**src/rtl/cpu_pkg.sv**
```systemverilog
// -----------------------------------------------------------------------------
// cpu_pkg
// Shared definitions for the phase-1 control path and ALU datapath:
//   - opcode encodings (common with the ALU op_code)
//   - instruction field bit positions. The immediate is instr[18:0] and is
//     driven onto the bus by the datapath when c_out is asserted.
//   - sequencer state encoding (IDLE, T1..T4)
//   - opcode sequencing classes
//   - the registered control-strobe bundle driven by alu_sequencer
// -----------------------------------------------------------------------------
package cpu_pkg;

  localparam int OP_W    = 5;
  localparam int RS_W    = 4;
  localparam int INSTR_W = 32;

  // Instruction field positions
  localparam int OP_MSB = 31;
  localparam int OP_LSB = 27;
  localparam int RA_MSB = 26;
  localparam int RA_LSB = 23;
  localparam int RB_MSB = 22;
  localparam int RB_LSB = 19;
  localparam int RC_MSB = 18;
  localparam int RC_LSB = 15;

  // Opcodes
  localparam logic [OP_W-1:0] OP_LD   = 5'b00000;
  localparam logic [OP_W-1:0] OP_LDI  = 5'b00001;
  localparam logic [OP_W-1:0] OP_ST   = 5'b00010;
  localparam logic [OP_W-1:0] OP_ADD  = 5'b00011;
  localparam logic [OP_W-1:0] OP_SUB  = 5'b00100;
  localparam logic [OP_W-1:0] OP_SHR  = 5'b00101;
  localparam logic [OP_W-1:0] OP_SHRA = 5'b00110;
  localparam logic [OP_W-1:0] OP_SHL  = 5'b00111;
  localparam logic [OP_W-1:0] OP_ROR  = 5'b01000;
  localparam logic [OP_W-1:0] OP_ROL  = 5'b01001;
  localparam logic [OP_W-1:0] OP_AND  = 5'b01010;
  localparam logic [OP_W-1:0] OP_OR   = 5'b01011;
  localparam logic [OP_W-1:0] OP_ADDI = 5'b01100;
  localparam logic [OP_W-1:0] OP_ANDI = 5'b01101;
  localparam logic [OP_W-1:0] OP_ORI  = 5'b01110;
  localparam logic [OP_W-1:0] OP_MUL  = 5'b01111;
  localparam logic [OP_W-1:0] OP_DIV  = 5'b10000;
  localparam logic [OP_W-1:0] OP_NEG  = 5'b10001;
  localparam logic [OP_W-1:0] OP_NOT  = 5'b10010;

  typedef enum logic [2:0] {
    ST_IDLE = 3'd0,
    ST_T1   = 3'd1,
    ST_T2   = 3'd2,
    ST_T3   = 3'd3,
    ST_T4   = 3'd4
  } state_e;

  typedef enum logic [2:0] {
    CL_BINARY  = 3'd0,
    CL_IMM     = 3'd1,
    CL_UNARY   = 3'd2,
    CL_MULDIV  = 3'd3,
    CL_ILLEGAL = 3'd4
  } op_class_e;

  typedef struct packed {
    logic            done;
    logic            illegal;
    logic [OP_W-1:0] alu_op;
    logic            reg_out_en;
    logic [RS_W-1:0] reg_out_sel;
    logic            reg_in_en;
    logic [RS_W-1:0] reg_in_sel;
    logic            c_out;
    logic            y_in;
    logic            z_in;
    logic            zlo_out;
    logic            zhi_out;
    logic            lo_in;
    logic            hi_in;
  } ctrl_t;

endpackage

```
**src/rtl/op_classify.sv**
```systemverilog
// -----------------------------------------------------------------------------
// op_classify
// Combinational map from opcode to sequencing class.
// Optional feature macro: MULDIV_EN. When defined, mul/div classify as
// CL_MULDIV; otherwise they are CL_ILLEGAL.
// Ports:
//   op        in   OP_W  opcode field of the instruction
//   op_class  out  class (BINARY, IMM, UNARY, MULDIV, ILLEGAL)
// -----------------------------------------------------------------------------
module op_classify
  import cpu_pkg::*;
(
  input  logic [OP_W-1:0] op,
  output op_class_e       op_class
);

  // Opcode to class lookup; anything not listed is unsupported.
  always_comb begin
    op_class = CL_ILLEGAL;
    case (op)
      OP_ADD, OP_SUB, OP_SHR, OP_SHRA, OP_SHL,
      OP_ROR, OP_ROL, OP_AND, OP_OR:          op_class = CL_BINARY;
      OP_ADDI, OP_ANDI, OP_ORI:               op_class = CL_IMM;
      OP_NEG, OP_NOT:                         op_class = CL_UNARY;
`ifdef MULDIV_EN
      OP_MUL, OP_DIV:                         op_class = CL_MULDIV;
`else
      OP_MUL, OP_DIV:                         op_class = CL_ILLEGAL;
`endif
      OP_LD, OP_LDI, OP_ST:                   op_class = CL_ILLEGAL;
      default:                                op_class = CL_ILLEGAL;
    endcase
  end

endmodule

```
**src/rtl/alu_sequencer.sv**
```systemverilog
// -----------------------------------------------------------------------------
// alu_sequencer
// Latches one instruction on start (in IDLE) and steps T1..T4, driving the
// register-file, Y, Z, HI/LO strobes and the ALU op_code so the ALU result
// lands in ra or in LO/HI.
// Optional feature macro: MULDIV_EN (4-step mul/div sequence into LO/HI).
// Without it mul/div are illegal and lo_in/hi_in/zhi_out stay 0.
// Ports:
//   clk, reset                 clock, async active-high reset
//   start, instr               request and instruction word (sampled in IDLE)
//   busy, done, illegal        status (done/illegal are one-cycle pulses)
//   alu_op                     ALU op_code (0 unless z_in)
//   reg_out_en/sel             GPR bus driver
//   reg_in_en/sel              GPR write strobe
//   c_out, y_in, z_in          immediate driver, Y load, Z load
//   zlo_out, zhi_out           Z[31:0] / Z[63:32] bus drivers
//   lo_in, hi_in               LO / HI loads
// All outputs are flops; they are pre-decoded from the next state and the
// next instruction-register value, so they never depend combinationally on
// start or instr.
// -----------------------------------------------------------------------------
module alu_sequencer
  import cpu_pkg::*;
#(
  parameter int OPW = OP_W,
  parameter int RSW = RS_W
) (
  input  logic               clk,
  input  logic               reset,
  input  logic               start,
  input  logic [INSTR_W-1:0] instr,
  output logic               busy,
  output logic               done,
  output logic               illegal,
  output logic [OPW-1:0]     alu_op,
  output logic               reg_out_en,
  output logic [RSW-1:0]     reg_out_sel,
  output logic               reg_in_en,
  output logic [RSW-1:0]     reg_in_sel,
  output logic               c_out,
  output logic               y_in,
  output logic               z_in,
  output logic               zlo_out,
  output logic               zhi_out,
  output logic               lo_in,
  output logic               hi_in
);

  state_e             state_q, state_d;
  logic [INSTR_W-1:0] ir_q, ir_d;
  ctrl_t              ctrl_q, ctrl_d;
  logic               busy_q, busy_d;
  op_class_e          cls_s;
  logic [RS_W-1:0]    ra_s, rb_s, rc_s;

  // Fields of the instruction that is (or is about to be) latched.
  assign ra_s = ir_d[RA_MSB:RA_LSB];
  assign rb_s = ir_d[RB_MSB:RB_LSB];
  assign rc_s = ir_d[RC_MSB:RC_LSB];

  op_classify u_op_classify (
    .op       (ir_d[OP_MSB:OP_LSB]),
    .op_class (cls_s)
  );

  // Next state and instruction register; start is only looked at in IDLE.
  always_comb begin
    state_d = state_q;
    ir_d    = ir_q;
    case (state_q)
      ST_IDLE: begin
        ir_d    = start ? instr : ir_q;
        state_d = start ? ST_T1 : ST_IDLE;
      end
      ST_T1:   state_d = (cls_s == CL_ILLEGAL) ? ST_IDLE : ST_T2;
      ST_T2:   state_d = (cls_s == CL_UNARY)   ? ST_IDLE : ST_T3;
      ST_T3:   state_d = (cls_s == CL_MULDIV)  ? ST_T4   : ST_IDLE;
      ST_T4:   state_d = ST_IDLE;
      default: state_d = ST_IDLE;
    endcase
  end

  // Strobe decode for the state being entered. Exactly one bus driver per step.
  always_comb begin
    ctrl_d = '0;
    busy_d = (state_d != ST_IDLE);
    case (state_d)
      ST_T1: begin
        case (cls_s)
          CL_BINARY, CL_IMM: begin
            ctrl_d.reg_out_en  = 1'b1;
            ctrl_d.reg_out_sel = rb_s;
            ctrl_d.y_in        = 1'b1;
          end
          CL_UNARY: begin
            ctrl_d.reg_out_en  = 1'b1;
            ctrl_d.reg_out_sel = rb_s;
            ctrl_d.alu_op      = ir_d[OP_MSB:OP_LSB];
            ctrl_d.z_in        = 1'b1;
          end
`ifdef MULDIV_EN
          // Y takes ra so that the ALU computes ra OP rb.
          CL_MULDIV: begin
            ctrl_d.reg_out_en  = 1'b1;
            ctrl_d.reg_out_sel = ra_s;
            ctrl_d.y_in        = 1'b1;
          end
`endif
          default: ctrl_d.illegal = 1'b1;
        endcase
      end
      ST_T2: begin
        case (cls_s)
          CL_BINARY: begin
            ctrl_d.reg_out_en  = 1'b1;
            ctrl_d.reg_out_sel = rc_s;
            ctrl_d.alu_op      = ir_d[OP_MSB:OP_LSB];
            ctrl_d.z_in        = 1'b1;
          end
          CL_IMM: begin
            ctrl_d.c_out  = 1'b1;
            ctrl_d.alu_op = ir_d[OP_MSB:OP_LSB];
            ctrl_d.z_in   = 1'b1;
          end
          CL_UNARY: begin
            ctrl_d.zlo_out    = 1'b1;
            ctrl_d.reg_in_en  = 1'b1;
            ctrl_d.reg_in_sel = ra_s;
            ctrl_d.done       = 1'b1;
          end
`ifdef MULDIV_EN
          CL_MULDIV: begin
            ctrl_d.reg_out_en  = 1'b1;
            ctrl_d.reg_out_sel = rb_s;
            ctrl_d.alu_op      = ir_d[OP_MSB:OP_LSB];
            ctrl_d.z_in        = 1'b1;
          end
`endif
          default: ctrl_d = '0;
        endcase
      end
      ST_T3: begin
        case (cls_s)
          CL_BINARY, CL_IMM: begin
            ctrl_d.zlo_out    = 1'b1;
            ctrl_d.reg_in_en  = 1'b1;
            ctrl_d.reg_in_sel = ra_s;
            ctrl_d.done       = 1'b1;
          end
`ifdef MULDIV_EN
          CL_MULDIV: begin
            ctrl_d.zlo_out = 1'b1;
            ctrl_d.lo_in   = 1'b1;
          end
`endif
          default: ctrl_d = '0;
        endcase
      end
`ifdef MULDIV_EN
      ST_T4: begin
        ctrl_d.zhi_out = 1'b1;
        ctrl_d.hi_in   = 1'b1;
        ctrl_d.done    = 1'b1;
      end
`endif
      default: ctrl_d = '0;
    endcase
  end

  // Sequencer state, instruction register and registered strobes.
  always_ff @(posedge clk or posedge reset) begin
    if (reset) begin
      state_q <= ST_IDLE;
      ir_q    <= '0;
      ctrl_q  <= '0;
      busy_q  <= 1'b0;
    end else begin
      state_q <= state_d;
      ir_q    <= ir_d;
      ctrl_q  <= ctrl_d;
      busy_q  <= busy_d;
    end
  end

  assign busy        = busy_q;
  assign done        = ctrl_q.done;
  assign illegal     = ctrl_q.illegal;
  assign alu_op      = ctrl_q.alu_op;
  assign reg_out_en  = ctrl_q.reg_out_en;
  assign reg_out_sel = ctrl_q.reg_out_sel;
  assign reg_in_en   = ctrl_q.reg_in_en;
  assign reg_in_sel  = ctrl_q.reg_in_sel;
  assign c_out       = ctrl_q.c_out;
  assign y_in        = ctrl_q.y_in;
  assign z_in        = ctrl_q.z_in;
  assign zlo_out     = ctrl_q.zlo_out;
  assign zhi_out     = ctrl_q.zhi_out;
  assign lo_in       = ctrl_q.lo_in;
  assign hi_in       = ctrl_q.hi_in;

endmodule

```
**config.mk**
```make
export PLATFORM = sky130hd
export DESIGN_NAME = alu_sequencer
export DESIGN_NICKNAME = d
export VERILOG_FILES = /design/src/rtl/cpu_pkg.sv /design/src/rtl/op_classify.sv /design/src/rtl/alu_sequencer.sv
export SDC_FILE = /design/constraint.sdc
export NUM_CORES = 1
export LEC_CHECK = 0
export ABC_AREA = 1
export ABC_CLOCK_PERIOD_IN_PS = 5200
export BUFFER_PORTS_ARGS = -buffer_cell sky130_fd_sc_hd__buf_4
export CORE_ASPECT_RATIO = 0.6
export CORE_MARGIN = 5
export CORE_UTILIZATION = 50
export DETAILED_ROUTE_END_ITERATION = 8
export PLACE_DENSITY = 0.78
export SYNTH_ARGS = -nofsm -noshare
export SYNTH_HDL_FRONTEND = slang
export SYNTH_SLANG_ARGS = --single-unit
```
**constraint.sdc**
```tcl
create_clock -name clk -period 5.2 [get_ports clk]
set_clock_uncertainty 0.1 [all_clocks]
set_input_delay 1.04 -clock clk [delete_from_list [all_inputs] [get_ports clk]]
set_output_delay 1.04 -clock clk [all_outputs]
set_load 0.005 [all_outputs]
```
==> impl_metrics.toml <==
[critical_path]
crit_type = "in2reg"
critical-path-top-delay-family = "simple AND/OR/NAND/NOR gates"
r2r_start = "state_q[2]"
cp_cell_sequence = "buf_4 -> nand3_2 -> nand2_4 -> nand2_2 -> ha_1 -> nand2_2 -> nor2_4 -> nor3_2 -> inv_1 -> nand3_1"
critPathSlowestCell = "nand3_2"
worst-path-stages = 10
worstPathMaxFanout = 21
endpoint_kind = "flop"
worst-r2r-cell-count = 10
regToRegEndpoint = "busy"
r2r_slack_ns = 2.64
cp_num_buf_inv = 2
crit_end = "busy"
crit_top_cell = "nand2_2"
worstSetupStartpoint = "start"
critPathRequiredTime_ns = 5.31
critPathMaxStageDelay_ns = 0.41
startpoint_type = "input port"
worstPathArrival_ns = 2.93

[route]
first_iter_violations = 70
routedWlPerCell_um = 13.1
via_per_inst = 4.97
drt_pre_antenna_iters = 4
ant_nets = 0
num_vias = 1527
drc = 0
wl_mm = 4.03

[global_routing]
antenna_found_initial = 0
grt_max_degree = 41
gr-total-overflow = 0
grt_pass1_vias = 1529
grt_pass1_wl_mm = 7.13
track_usage_pct = 16.7

[synth]
synth_async_sr_flop_share_pct = 100
synth-seq-area-share_pct = 51.9
post_synth.cell_area_avg_um2 = 8.84
yosysTopAreaCellShare_pct = 51.9
synth_ff_type = "dfrtp_1"
synth.area.top_cells = "dfrtp_1 (52%), nand2_1 (15%), nand3_1 (5.7%)"
synth_area_leader_cell = "dfrtp_1"
synth-seq-cells = 40
synth-edff-count = 0
syn_area_um2 = 1930
ys_warn_count = 0
synthCells = 218
yosysUniqueCellTypes = 26

[clock_network]
worstSkewPairLatency_ns = 0.29
ctsHoldBuffers = 0
cts-buffers-inserted = 5
clock-root-buffer = "clkbuf_8"
h-tree-depth = 2
path_clk_slew_ns = 0.08
cts_resized = 0
clockBufferDepth = 2
cts_setup_buffers = 0
cts.sinks = 40
cts_tree = "yes"

[place]
hpwl_mm = 2.94
gp_congestion = 0.749
port_buffers = 41

[floorplanning]
io_pins = 60
start_util_pct = 52.1
fp.dieW_um = 90.1
fp-row-count = 17
die_area_um2 = 5240
coreArea_um2 = 3700
die-height_um = 58.1

[sta]
rsz0062_at_grt = "no"
worstMarginPinSlew_ns = 1.04
post-route-period-util_pct = 54.2
min_period_ns = 2.82
setup_tns_ns = 0
hold_viol = 0
setup_viol = 0
holdWs_ns = 0.380
slew_violations = 0
fmax_mhz = 355
slew_headroom_pct = 30.4

[hold_path]
hold_class = "reg2reg"

[cells_and_area]
finish.utilization_pct = 62.8
areaGrowthSynthToFinish_pct = 20.7
drive_above_1_share_pct = 32.3
finalNetCount = 295
diodes = 0

[flow_run]
drv_cap = 0

[pwr]
ir_worst_vdd_v = 0.000220
power.density_nw_per_um2 = 409
p_leak_nw = 1.27

[outcome]
status = "complete, no violations"
==> final cells by class <==
| class | instances | area (um2) |
|---|---|---|
| Fill cell | 345 | 1380 |
| Sequential cell | 40 | 1000 |
| Multi-Input combinational cell | 155 | 797 |
| Timing Repair Buffer | 42 | 315 |
| Clock buffer | 6 | 82.6 |
| Tap cell | 47 | 58.8 |
| Inverter | 15 | 56.3 |
| Clock inverter | 2 | 15.0 |
==> report_power, final <==
| group | total, mW | internal [mW] | leakage [nW] | switching [mW] |
|---|---|---|---|---|
| sequential | 0.397 | 0.372 | 0.526 | 0.0255 |
| clock | 0.217 | 0.107 | 0.0434 | 0.110 |
| combinational | 0.337 | 0.111 | 0.696 | 0.226 |
| total | 0.951 | 0.590 | 1.27 | 0.362 |
==> stage by stage <==
stage	cell area [um2]	worst slack [ns]	total power [mW]	instances
finish	2330	2.38	0.951	307
global route	2330	2.24	1.02	307
CTS	2330	2.39	0.958	307
detailed placement	2230	2.10	0.741	299
global placement	2230	2.11	0.730	299
floorplan	1940	2.58	0.660	221
==> synthesized netlist by cell type, types with 3 or more instances <==
library cell / instances
nand2_2: 9
o21ai_0: 4
nor2_2: 5
nand3_1: 22
a21oi_1: 4
buf_4: 7
inv_2: 6
nor2_4: 5
dfrtp_1: 40
nand2_4: 3
nand2_1: 76
inv_1: 9
nand4_1: 6
nor2_1: 8
==> logic make-up after synthesis <==
| family | after synthesis | synth area share (%) |
|---|---|---|
| other cells | 1 | 0.195 |
| simple gates | 139 | 36.8 |
| flops | 40 | 51.9 |
| compound gates | 11 | 3.18 |
| fa+ha+maj | 1 | 0.649 |
| buf+inv | 26 | 7.27 |
==> registers in the layout, indices dropped and copies added (netlist names), 3 cells and up <==
name,count
ir_q,17
alu_op,5
reg_in_sel,4
reg_out_sel,4
state_q,3
==> per-layer routing <==
| metal | wire length [um] | GRT usage, % | vias up |
|---|---|---|---|
| met4 | 12 | 3.82 | 0 |
| met2 | 1710 | 25.0 | 46 |
| li1 | - | - | 765 |
| met5 | 0 | 0 | - |
| met1 | 2030 | 23.7 | 712 |
| met3 | 278 | 5.71 | 4 |
==> how the worst min path moves through the flow <==
stage / start / to / cells past startpoint
2_1_floorplan: ir_q[15] / ir_q[15] / 2
3_3_place_gp: ir_q[15] / ir_q[15] / 2
5_1_grt: ir_q[19] / ir_q[19] / 2
4_1_cts: ir_q[22] / ir_q[22] / 2
6_report: ir_q[22] / ir_q[22] / 2
3_5_place_dp: ir_q[16] / ir_q[16] / 2
==> worst min-delay path, delay by kind of cell, from the launching register on <==
kind | cells | cell delay (ns)
DFF | 1 | 0.32
and+or+nand+nor | 2 | 0.12
==> placed cells by master, fill, tap and decap left out, drive strengths merged <==
master,netlist,routed
a21oi,4,4
buf,10,42
clkbuf,1,6
clkinvlp,0,2
conb,1,4
dfrtp,40,40
ha,1,1
inv,15,15
nand2,89,89
nand3,24,24
nand4,6,6
nor2,18,18
nor3,2,2
o21ai,6,6
o21bai,1,1
Power figures use the tool's default switching activity.
